$ cat config.mk
export PLATFORM = sky130hd
export DESIGN_NAME = system_flit_decoder
export DESIGN_NICKNAME = d
export VERILOG_FILES = /design/src/rtl/system_flit_decoder.sv
export SDC_FILE = /design/constraint.sdc
export NUM_CORES = 1
export LEC_CHECK = 0
export CAP_MARGIN = 20
export CORE_ASPECT_RATIO = 1.4
export CORE_UTILIZATION = 22
export DETAILED_ROUTE_END_ITERATION = 16
export PLACE_DENSITY = 0.86
export SETUP_SLACK_MARGIN = 0.02
export SLEW_MARGIN = 10
export SYNTH_ARGS = -nofsm -noshare
export SYNTH_HDL_FRONTEND = slang
export SYNTH_SLANG_ARGS = --single-unit
$ cat constraint.sdc
create_clock -name vclk -period 2.5
set_input_delay 0.5 -clock vclk [all_inputs]
set_output_delay 0.5 -clock vclk [all_outputs]
set_load 0.05 [all_outputs]
$ cat src/rtl/system_flit_decoder.sv
// rtl/system_flit_decoder.sv - combinational decoder for SYSTEM-type router flits
//
// Purpose: classifies an incoming flit, exposes its system header/payload and
// raises one-cycle update strobes towards the router state registers. Also
// restarts the router's internal timer on parent acceptance or INIT timeout.
//
// Ports:
//   nocclk, rst_n            clock (unused by the datapath) and async active-low reset
//   flit_in, flit_valid      incoming flit and its qualifier
//   routing_state            current router state (INIT / NORMAL / FATAL_ERROR)
//   this_node_id             current own node id
//   internal_timer           cycles since the last timer_rst
//   timer_rst                restart internal_timer
//   is_system_flit, is_init, is_join_ack_parent   classification flags
//   system_header, system_payload                 decoded system fields
//   update_*_valid / update_*                     state/table update strobes
//   is_raw_global_destination_used_to_update_routing_table
//   next_routing_state, global_destination_id

package types;
  typedef logic [7:0] node_id_t;
  typedef enum logic [1:0] {
    DATA     = 2'd0,
    SYSTEM   = 2'd1,
    CONTROL  = 2'd2,
    RESERVED = 2'd3
  } flit_type_e;
  localparam int FLIT_PAYLOAD_W = 35;
  typedef struct packed {
    flit_type_e flittype;
  } flit_header_t;
  typedef struct packed {
    flit_header_t                header;
    logic [FLIT_PAYLOAD_W-1:0]   payload;
  } flit_t;
endpackage

package system_types;
  typedef enum logic [1:0] {
    INIT        = 2'd0,
    NORMAL      = 2'd1,
    FATAL_ERROR = 2'd2
  } routing_state_t;
  typedef enum logic [2:0] {
    S_NOPE           = 3'd0,
    S_PARENT_REQUEST = 3'd1,
    S_PARENT_ACK     = 3'd2,
    S_JOIN_REQUEST   = 3'd3,
    S_JOIN_ACK       = 3'd4
  } system_msg_e;
  typedef struct packed {
    system_msg_e    msg;
    types::node_id_t src_id;
    types::node_id_t dst_id;
  } system_header_t;
  typedef struct packed {
    logic        is_init;
    logic [14:0] rsvd;
  } parent_request_t;
  typedef struct packed {
    types::node_id_t node_id;
    logic [7:0]      rsvd;
  } node_payload_t;
  typedef union packed {
    parent_request_t parent_request;
    node_payload_t   join_request;
    node_payload_t   join_ack;
  } system_payload_t;
  typedef struct packed {
    system_header_t  header;
    system_payload_t payload;
  } system_flit_t;
endpackage

module system_flit_decoder #(
  parameter int MAX_INTERNAL_TIMER = 1000,
  parameter bit IS_ROOT            = 1'b0
) (
  input  logic                                    nocclk,
  input  logic                                    rst_n,
  input  types::flit_t                            flit_in,
  input  logic                                    flit_valid,
  input  system_types::routing_state_t            routing_state,
  input  types::node_id_t                         this_node_id,
  input  logic [$clog2(MAX_INTERNAL_TIMER):0]     internal_timer,
  output logic                                    timer_rst,
  output logic                                    is_system_flit,
  output logic                                    is_init,
  output logic                                    is_join_ack_parent,
  output system_types::system_header_t            system_header,
  output system_types::system_payload_t           system_payload,
  output logic                                    update_parent_valid,
  output types::node_id_t                         update_parent_node_id,
  output logic                                    update_this_node_valid,
  output types::node_id_t                         update_this_node_id,
  output logic                                    update_neighbor_id_valid,
  output types::node_id_t                         update_neighbor_id,
  output logic                                    update_routing_table_valid,
  output types::node_id_t                         update_routing_table_key,
  output logic                                    is_raw_global_destination_used_to_update_routing_table,
  output logic                                    update_next_state,
  output system_types::routing_state_t            next_routing_state,
  output types::node_id_t                         global_destination_id
);
  import system_types::*;

  localparam int TIMER_W = $clog2(MAX_INTERNAL_TIMER) + 1;
  localparam logic [TIMER_W-1:0] TIMEOUT = TIMER_W'(MAX_INTERNAL_TIMER);

  // The clock only exists for interface symmetry; no state is held here.
  logic unused_clk;
  assign unused_clk = nocclk;

  system_flit_t sys_view;
  logic         sys_hit;

  always_comb begin
    sys_view = flit_in.payload;
    sys_hit  = rst_n && flit_valid && (flit_in.header.flittype == types::SYSTEM);
  end

  always_comb begin
    timer_rst                  = 1'b0;
    is_system_flit             = 1'b0;
    is_init                    = 1'b0;
    is_join_ack_parent         = 1'b0;
    system_header              = '0;
    system_payload             = '0;
    update_parent_valid        = 1'b0;
    update_parent_node_id      = '0;
    update_this_node_valid     = 1'b0;
    update_this_node_id        = '0;
    update_neighbor_id_valid   = 1'b0;
    update_neighbor_id         = '0;
    update_routing_table_valid = 1'b0;
    update_routing_table_key   = '0;
    is_raw_global_destination_used_to_update_routing_table = 1'b0;
    update_next_state          = 1'b0;
    next_routing_state         = FATAL_ERROR;
    global_destination_id      = '0;

    // Parent search timeout runs independently of flit traffic.
    if (rst_n && !IS_ROOT && routing_state == INIT && internal_timer >= TIMEOUT) begin
      timer_rst = 1'b1;
    end

    if (sys_hit) begin
      is_system_flit        = 1'b1;
      system_header         = sys_view.header;
      system_payload        = sys_view.payload;
      global_destination_id = sys_view.header.src_id;

      case (sys_view.header.msg)
        S_PARENT_REQUEST: begin
          // Answered by the controller in NORMAL; nothing to update here.
          is_init = sys_view.payload.parent_request.is_init;
        end
        S_PARENT_ACK: begin
          if (!IS_ROOT && routing_state == INIT && sys_view.header.dst_id == this_node_id) begin
            update_parent_valid      = 1'b1;
            update_parent_node_id    = sys_view.header.src_id;
            update_neighbor_id_valid = 1'b1;
            update_neighbor_id       = sys_view.header.src_id;
            timer_rst                = 1'b1;
            update_next_state        = 1'b1;
            next_routing_state       = NORMAL;
          end
        end
        S_JOIN_REQUEST: begin
          // The joining node is reached through the requester, so the table
          // value is the raw node id rather than the hop source.
          if (routing_state == NORMAL) begin
            update_routing_table_valid = 1'b1;
            update_routing_table_key   = sys_view.payload.join_request.node_id;
            is_raw_global_destination_used_to_update_routing_table = 1'b1;
            global_destination_id      = sys_view.payload.join_request.node_id;
          end
        end
        S_JOIN_ACK: begin
          if (sys_view.header.dst_id == this_node_id) begin
            is_join_ack_parent     = 1'b1;
            update_this_node_valid = 1'b1;
            update_this_node_id    = sys_view.payload.join_ack.node_id;
          end
        end
        default: begin
        end
      endcase
    end
  end

endmodule

==> results of run 1 <==
==> cell usage after synthesis (2+ instances only) <==
library cell  number
nand2_1            2
inv_1              2
and2_1            58
nor2_1            11
clkbuf_1           3
xnor2_1            5
buf_4             13
xor2_1             3
mux2i_1            8
nor4_4             2
==> kinds of logic (layout without fill, tap and decap cells) <==
family                    after synthesis  after routing
xor gates and xnor gates                8              8
and+or+nand+nor                        82             83
buffers and inverters                  20            165
muxes                                   8              8
AOI/OAI and AO/OA                       3              3
==> metal layers <==
| layer | track usage (%) | vias to the layer above | part of all wire, % |
|---|---|---|---|
| li1 | - | 667 | - |
| met1 | 20.1 | 698 | 28 |
| met2 | 56.0 | 105 | 60 |
| met3 | 5.59 | 18 | 8.4 |
| met4 | 8.83 | 0 | 4.2 |
| met5 | 0 | - | 0 |
==> critical path, delay by kind of cell <==
kind,cells,cell delay [ns]
buffers and inverters,4,0.54
AND/OR/NAND/NOR,3,0.86
XOR/XNOR,1,0.15
==> power groups by stage <==
stage	clock network, W	logic [W]	registers, W
after floorplan	0	0.0000871	0
after global placement	0	0.000255	0
after detailed placement	0	0.000265	0
after CTS	0	0.000269	0
after global routing	0	0.000289	0
final	0	0.000278	0
==> cell type report <==
type               instances  area, µm²  share of cell area [%]
inverters                  2       10.0                   0.295
repair buffers           163       2470                    72.9
multi-input cells        102        857                    25.3
well taps                 42       52.6                    1.55
==> metrics by stage <==
stage | cells | setup TNS (ns)
floorplan | 121 | -3.02
global placement | 304 | -10.33
detailed placement | 304 | -11.13
CTS | 307 | -2.03
global route | 309 | -1.32
finish | 309 | -0.482
==> worst paths after layout <==
path	startpoint	end	slack [ns]	depth (start not counted)
worst max-delay path	this_node_id[4]	update_this_node_id[3]	-0.06	8
worst min-delay path	flit_in[20]	system_header[4]	1.37	3
==> timing repair <==
item	in CTS	in global routing
cloned	2	0
setup endpoints to repair	52	47
gates resized for setup	54	21
buffers inserted	1	2
pin swaps	12	8
==> flow_summary.json, run 1 <==
{
  "antenna_found_initial": 0,
  "p_switching_w": 0.000126,
  "placed_area_mm2": 0.00325,
  "violations": "setup timing",
  "ys_warn_count": 0,
  "fin_crit_sh_pct": 103,
  "place_ws_ns": -0.382,
  "synth_compound_area_share_pct": 2.51,
  "hpwlAfterDp_mm": 4.55,
  "critPathMaxFanout": 4,
  "grt_pass1_wl_mm": 7.58,
  "hold_viol": 0,
  "max_stage_delay_ns": 0.55,
  "grt-ovfl-total": 0,
  "nFlopsAndLatches": 0,
  "synth-simple-area-share_pct": 64.1,
  "yosys-mux-area-fraction_pct": 9.45,
  "die_w_um": 54.4,
  "peakVddDrop_mv": 0.0988,
  "synth_area_leaders": "and2_1 43%, buf_4 12%, mux2i_1 9.5%",
  "floorplan.die_area_mm2": 0.00411,
  "clkbuf_count": 0,
  "swShare_pct": 45.4,
  "syn_nets": 182,
  "synthAdderAreaFrac_pct": 0,
  "grt_pass1_vias": 1535,
  "cellInternalPower_w": 0.000152,
  "rsz0062_at_grt": "true",
  "critPathLaunchType": "input port",
  "worst_pin_slew_ns": 0.313,
  "holdBufCountCts": 0,
  "nNetsFinal": 330,
  "hp-class": "input port to primary output",
  "wire_per_inst_um": 18.4,
  "period_needed_ns": 2.56,
  "vias": 1488,
  "rows": 26,
  "mostFrequentLayoutCells": "87 x buf_12, 40 x and2_1, 32 x clkdlybuf4s50_1",
  "first_pass_iters": 3,
  "drive_gt1_share_pct": 57.7,
  "synth_top_cell_area_share_pct": 42.8,
  "power_density_mw_per_mm2": 81.9,
  "worst_slack_ns": -0.0644,
  "grt_usage_pct": 25.6,
  "fill_cells": 117,
  "final_antenna_net_count": 0,
  "diodes": 0,
  "drc": 0,
  "final_max_slew_viol_count": 0,
  "synth_top_family_by_area": "simple AND/OR/NAND/NOR gates",
  "final_common_cell": "buf_12",
  "grt_max_degree": 37,
  "power_frac_clock_pct": 0,
  "seqCellArea_um2": 0,
  "required_ns": 2.00,
  "hold_ws_ns": 1.37,
  "areaGrowthSynthToFinish_pct": 301,
  "synth_area_um2": 847,
  "fin_area_mm2": 0.00339,
  "crit_slowest_cell": "or4_4",
  "critPathKind": "input port to primary output",
  "yosysTopAreaCell": "and2_1",
  "synth_xor_area_share_pct": 8.27,
  "cp-end-kind": "primary output",
  "path_cells": "buf_6, xor2_1, or4_4, buf_6, nor4_4, buf_4, and2_4, buf_12",
  "synth_cell_types": 24,
  "path_common_cell": "buf_6",
  "core_area_mm2": 0.00368,
  "fmax_ghz": 0.390,
  "worstPathArrival_ns": 2.06,
  "pwr-share-seq_pct": 0,
  "p_leak_nw": 1.54,
  "syn_avg_cell_area_um2": 7.00,
  "status": "complete, but fails checks",
  "io_buffers": 144,
  "fin_util_pct": 92.3,
  "finalSetupViolations": 9,
  "drt_iter0_drc": 12,
  "finalPower_w": 0.000278,
  "pin_count": 148,
  "start_util_pct": 23.0,
  "comb_power_share_pct": 100.0,
  "synth.yosys.seq_area_share_pct": 0,
  "max_slew_margin_pct": 79.1,
  "drt_wl_total_mm": 5.70,
  "drv_cap": 0,
  "gp_congestion": 0.658,
  "viasPerCell": 4.82,
  "die_y_um": 75.4,
  "synth_cells": 121
}
(Power assumes the default switching activity.)
==> run 2, diff against run 1 <==
- ABC_AREA: unset -> 1
- SETUP_SLACK_MARGIN: 0.02 -> 0.1
==> run 2 against run 1 <==
  * The run now fails in clock tree synthesis (4_1_cts)
  * Synthesized cell count grew 50%
  * Area after synthesis grew 1.0%
==> flow_summary.json, run 2 <==
{
  "postCtsSetupRepairBufs": 7,
  "start_util_pct": 23.3,
  "io_buffers": 144,
  "yosysTopAreaCell": "nor2_1",
  "place_inst": 374,
  "status": "stopped before the end",
  "ys_warn_count": 0,
  "yosysMostFrequentCell": "nor2_1",
  "syn_nets": 243,
  "holdBufCountCts": 0,
  "synth_area_um2": 856,
  "die_w_um": 54.7,
  "die_y_um": 75.8,
  "hpwlAfterDp_mm": 5.71,
  "lastStage": "clock tree synthesis (4_1_cts)",
  "synth_cell_types": 18,
  "placed_area_mm2": 0.00349,
  "synth_top_cell_area_share_pct": 24.6,
  "synth_common_cells": "56 x nor2_1, 45 x inv_1, 29 x nand2_1",
  "synth_cells": 182,
  "rows": 26,
  "synth.yosys.seq_area_share_pct": 0,
  "synth_area_leaders": "nor2_1 25%, inv_1 20%, nand2_1 13%",
  "syn_avg_cell_area_um2": 4.70,
  "firstError": "[ERROR DPL-0033] detailed placement checks failed during check placement.",
  "gp_congestion": 0.774,
  "pin_count": 148,
  "cts_resized": 59
}
## run 2: stage by stage
step	util (%)	hold WS (ns)	worst slack, ns
2_1_floorplan	-	1.12	-0.241
3_3_place_gp	95.0	1.64	-0.187
3_5_place_dp	95.0	1.65	-0.309
## run 2: logic make-up after synthesis
family / after synthesis / share of synthesized area, %
and+or+nand+nor: 104 / 53.1
buffers and inverters: 64 / 36.3
AOI/OAI and AO/OA: 9 / 5.55
xor gates and xnor gates: 5 / 5.12
==> run 3, diff against run 2 <==
- CORE_ASPECT_RATIO: 1.4 -> unset
- PLACE_DENSITY: 0.86 -> unset
- PLACE_DENSITY_LB_ADDON: unset -> 0.15
- SETUP_SLACK_MARGIN: 0.1 -> unset
==> run 3 against run 2 <==
  * The flow now finishes, with violations (setup timing)
  * Area after synthesis is the same
  * Synthesized cell count is the same
==> flow_summary.json, run 3 <==
{
  "required_ns": 2.00,
  "start_util_pct": 23.2,
  "fin_cells": 386,
  "final_antenna_net_count": 0,
  "holdBufCountCts": 0,
  "final_max_slew_viol_count": 0,
  "fin_crit_sh_pct": 100,
  "peakVddDrop_mv": 0.0971,
  "rsz0062_at_grt": "true",
  "wire_per_inst_um": 22.4,
  "fmax_ghz": 0.400,
  "synth_top_family_by_area": "simple AND/OR/NAND/NOR gates",
  "crit_start": "flit_in[20]",
  "hold_viol": 0,
  "grt_max_degree": 25,
  "die_w_um": 64.4,
  "hp-class": "input port to primary output",
  "hpwlAfterDp_mm": 5.75,
  "synth_area_um2": 856,
  "seqCellArea_um2": 0,
  "synth-simple-area-share_pct": 53.1,
  "pin_count": 148,
  "synthAdderAreaFrac_pct": 0,
  "vias": 1950,
  "comb_power_share_pct": 100.0,
  "viasPerCell": 5.05,
  "grt_usage_pct": 38.8,
  "place_inst": 384,
  "cp-end-kind": "primary output",
  "path_cells": "dlygate4sd2_1, inv_1, nand2_1, nand2_1, nand2_2, nor2_4, nand3_4, buf_12, nor2_4, buf_12",
  "die_y_um": 64.4,
  "yosys-mux-area-fraction_pct": 0,
  "gp_congestion": 0.776,
  "p_switching_w": 0.000172,
  "drive_gt1_share_pct": 55.6,
  "max_stage_delay_ns": 0.27,
  "power_density_mw_per_mm2": 90.2,
  "critPathKind": "input port to primary output",
  "period_needed_ns": 2.50,
  "syn_avg_cell_area_um2": 4.70,
  "areaGrowthSynthToFinish_pct": 317,
  "power_frac_clock_pct": 0,
  "first_pass_iters": 4,
  "drc": 0,
  "nNetsFinal": 401,
  "max_slew_margin_pct": 74.4,
  "core_area_mm2": 0.00369,
  "drt_wl_total_mm": 8.63,
  "place_ws_ns": -0.238,
  "crit_slowest_cell": "dlygate4sd2_1",
  "cellInternalPower_w": 0.000150,
  "critPathMaxFanout": 6,
  "worstPathArrival_ns": 2.00,
  "syn_nets": 243,
  "synth_area_leaders": "nor2_1 25%, inv_1 20%, nand2_1 13%",
  "synth_common_cells": "56 x nor2_1, 45 x inv_1, 29 x nand2_1",
  "floorplan.die_area_mm2": 0.00414,
  "drv_cap": 0,
  "synth_cell_types": 18,
  "synth_cells": 182,
  "synth.yosys.seq_area_share_pct": 0,
  "grt_pass1_vias": 2141,
  "clkbuf_count": 0,
  "finalSetupViolations": 1,
  "rows": 22,
  "hold_start": "flit_in[23]",
  "yosysTopAreaCell": "nor2_1",
  "fill_cells": 61,
  "synth_compound_area_share_pct": 5.56,
  "critPathLaunchType": "input port",
  "grt_pass1_wl_mm": 12.0,
  "swShare_pct": 53.4,
  "crit_family": "simple AND/OR/NAND/NOR gates",
  "violations": "setup timing",
  "antenna_found_initial": 0,
  "path_buf_inv": 4,
  "drt_iter0_drc": 70,
  "grt-ovfl-total": 0,
  "synth_top_cell_area_share_pct": 24.6,
  "final_common_cell": "buf_12",
  "diodes": 0,
  "worst_pin_slew_ns": 0.384,
  "synth_xor_area_share_pct": 5.12,
  "pwr-share-seq_pct": 0,
  "p_leak_nw": 1.65,
  "yosysMostFrequentCell": "nor2_1",
  "worst_slack_ns": -0.00294,
  "fin_util_pct": 96.8,
  "io_buffers": 144,
  "nFlopsAndLatches": 0,
  "status": "complete, but fails checks",
  "mostFrequentLayoutCells": "88 x buf_12, 38 x inv_1, 34 x nor2_2",
  "ys_warn_count": 0
}
==> run 3: cell type report <==
cell class         instances  area (µm²)  area share (%)
repair buffers           174        2560            71.8
well taps                 48        60.1            1.68
multi-input cells        118         763            21.4
inverters                 46         184            5.15
==> run 3: power by group through the flow <==
stage               logic [W]  registers (W)  clock network [W]
floorplan            0.000111              0                  0
global placement     0.000282              0                  0
detailed placement   0.000300              0                  0
CTS                  0.000296              0                  0
global route         0.000332              0                  0
finish               0.000322              0                  0
==> run 3: metal layers <==
| metal | part of all wire (%) | vias up | global-route usage (%) |
|---|---|---|---|
| met3 | 7.9 | 39 | 9.46 |
| met2 | 53 | 150 | 75.8 |
| met4 | 5.2 | 0 | 17.2 |
| li1 | - | 820 | - |
| met5 | 0 | - | 0 |
| met1 | 34 | 941 | 37.6 |
==> run 3: final timing paths <==
kind,cells past startpoint,slack (ns),to
max,10,-0.003,update_parent_node_id[4]
min,4,1.52,system_header[7]
==> run 3: cells by family after synthesis <==
| kind of cell | count (synthesis) |
|---|---|
| and+or+nand+nor | 104 |
| buffers and inverters | 64 |
| xor gates and xnor gates | 5 |
| AOI/OAI and AO/OA | 9 |
==> run 3: timing repair <==
action | in CTS | in global routing
gates cloned | 1 | 0
buffers inserted | 1 | 1
resized for setup | 48 | 16
pin swaps | 22 | 11
endpoints found under the setup margin | 56 | 38
==> run 3: stage by stage <==
| stage | area, µm² | TNS, ns | power, W | hold WS (ns) |
|---|---|---|---|---|
| floorplan | 1030 | -1.74 | 0.000111 | 1.12 |
| global placement | 3460 | -1.27 | 0.000282 | 1.64 |
| detailed placement | 3460 | -5.28 | 0.000300 | 1.65 |
| CTS | 3520 | 0 | 0.000296 | 1.52 |
| global route | 3570 | -0.522 | 0.000332 | 1.54 |
| finish | 3570 | -0.00294 | 0.000322 | 1.52 |
==> run 4, diff against run 3 <==
- GPL_TIMING_DRIVEN: unset -> 0
- SLEW_MARGIN: 10 -> unset
==> run 4 against run 3 <==
  * The flow now finishes without violations
  * Design area shrank 30%
  * Combinational power fell by 29%
  * Maximum frequency rose by 3.4%
  * Sequential share of layout area stayed put
  * Critical path depth fell by 5
  * Worst setup slack better by 0.082 ns
  * Highest routed layer unchanged
==> flow_summary.json, run 4 (synthesized netlist as in run 3, its figures left out) <==
{
  "final_max_slew_viol_count": 0,
  "rows": 22,
  "start_util_pct": 23.2,
  "swShare_pct": 54.1,
  "clkbuf_count": 0,
  "drt_iter0_drc": 37,
  "grt_pass1_wl_mm": 6.89,
  "hpwlAfterDp_mm": 3.56,
  "cellInternalPower_w": 0.000105,
  "p_switching_w": 0.000124,
  "p_leak_nw": 1.36,
  "gp_congestion": 0.726,
  "wire_per_inst_um": 11.0,
  "worst_pin_slew_ns": 0.513,
  "finalSetupViolations": 0,
  "place_inst": 374,
  "cp-end-kind": "primary output",
  "drc": 0,
  "nFlopsAndLatches": 0,
  "grt_usage_pct": 20.3,
  "fin_util_pct": 67.3,
  "die_y_um": 64.4,
  "worstPathArrival_ns": 1.92,
  "io_buffers": 144,
  "viasPerCell": 4.09,
  "first_pass_iters": 4,
  "fin_crit_sh_pct": 96.9,
  "mostFrequentLayoutCells": "40 x dlygate4sd2_1, 38 x inv_1, 33 x clkdlybuf4s50_1",
  "seqCellArea_um2": 0,
  "drv_cap": 0,
  "comb_power_share_pct": 100.0,
  "hp-class": "input port to primary output",
  "crit_slowest_cell": "clkdlybuf4s50_1",
  "grtUsageMet1_pct": 21.8,
  "drt_wl_total_mm": 4.17,
  "grt_max_degree": 11,
  "critPathKind": "input port to primary output",
  "grt_pass1_vias": 1551,
  "finalPower_w": 0.000229,
  "antenna_found_initial": 0,
  "critPathLaunchType": "input port",
  "peakVddDrop_mv": 0.0605,
  "grt-ovfl-total": 0,
  "power_density_mw_per_mm2": 92.4,
  "nNetsFinal": 395,
  "period_needed_ns": 2.42,
  "met3_usage_pct": 3.39,
  "final_common_cell": "dlygate4sd2_1",
  "required_ns": 2.00,
  "fin_cells": 380,
  "critPathMaxFanout": 4,
  "max_slew_margin_pct": 65.9,
  "holdBufCountCts": 0,
  "drive_gt1_share_pct": 45.8,
  "diodes": 0,
  "rsz0062_at_grt": "true",
  "hold_viol": 0,
  "globalRouteMet2Util_pct": 40.7,
  "fmax_ghz": 0.413,
  "power_frac_clock_pct": 0,
  "finalSetupTns_ns": 0,
  "core_area_mm2": 0.00369,
  "vias": 1556,
  "die_w_um": 64.4,
  "max_stage_delay_ns": 0.78,
  "pwr-share-seq_pct": 0,
  "status": "finished, final reports clean",
  "pin_count": 148,
  "final_antenna_net_count": 0,
  "fill_cells": 371,
  "floorplan.die_area_mm2": 0.00414,
  "areaGrowthSynthToFinish_pct": 190,
  "hold_ws_ns": 1.55,
  "grt-busiest-layer": "met2",
  "path_cells": "dlygate4sd2_1, nand2_2, nor2_4, buf_4, clkdlybuf4s50_1"
}
## run 4: cell count changes in the layout (fill, tap and decap cells not counted), sizes merged
cell,change
clkdlybuf4s15,+25
buf,-55
clkbuf,+6
dlygate4sd2,+20
clkdlybuf4s50,+1
clkdlybuf4s18,+1
dlymetal6s2s,-4
## run 4: critical path: cells and delay by family
kind	cells	cell delay, ns
and+or+nand+nor	2	0.27
buffers and inverters	3	1.15
## run 4: power groups by stage
stage,Combinational [W],Sequential [W],Clock (W)
2_1_floorplan,0.000111,0,0
3_3_place_gp,0.000236,0,0
3_5_place_dp,0.000239,0,0
4_1_cts,0.000231,0,0
5_1_grt,0.000248,0,0
6_report,0.000229,0,0
## run 4: repair_timing
item                                    4_1_cts  5_1_grt
endpoints found under the setup margin       87       52
resized for setup                           337       41
gates cloned                                  1        0
setup buffers                                 5        0
pin swaps                                    17        6
## run 4: area by class of cell
cell class	count	area, µm²	share of cell area, %
Inverter	46	186	7.51
Tap cell	48	60.1	2.42
Buffer	18	166	6.71
Timing Repair Buffer	150	1360	54.9
Multi-Input combinational cell	118	707	28.5
## run 4: through the flow
stage / worst slack (ns) / cell area, µm²
floorplan: -0.246 / 1030
global placement: -0.790 / 2530
detailed placement: -0.811 / 2530
CTS: 0.00418 / 2560
global route: -0.00606 / 2480
finish: 0.0786 / 2480
## run 4: final timing paths
kind	start	endpoint	slack, ns	cells past startpoint
worst max-delay path	rst_n	is_system_flit	0.08	5
worst min-delay path	flit_in[21]	system_header[5]	1.55	4
## run 4: routing by layer
layer,share of wire (%),vias up
met4,1.3,0
met2,51,84
met1,39,657
li1,-,809
met3,8.6,6
met5,0,-
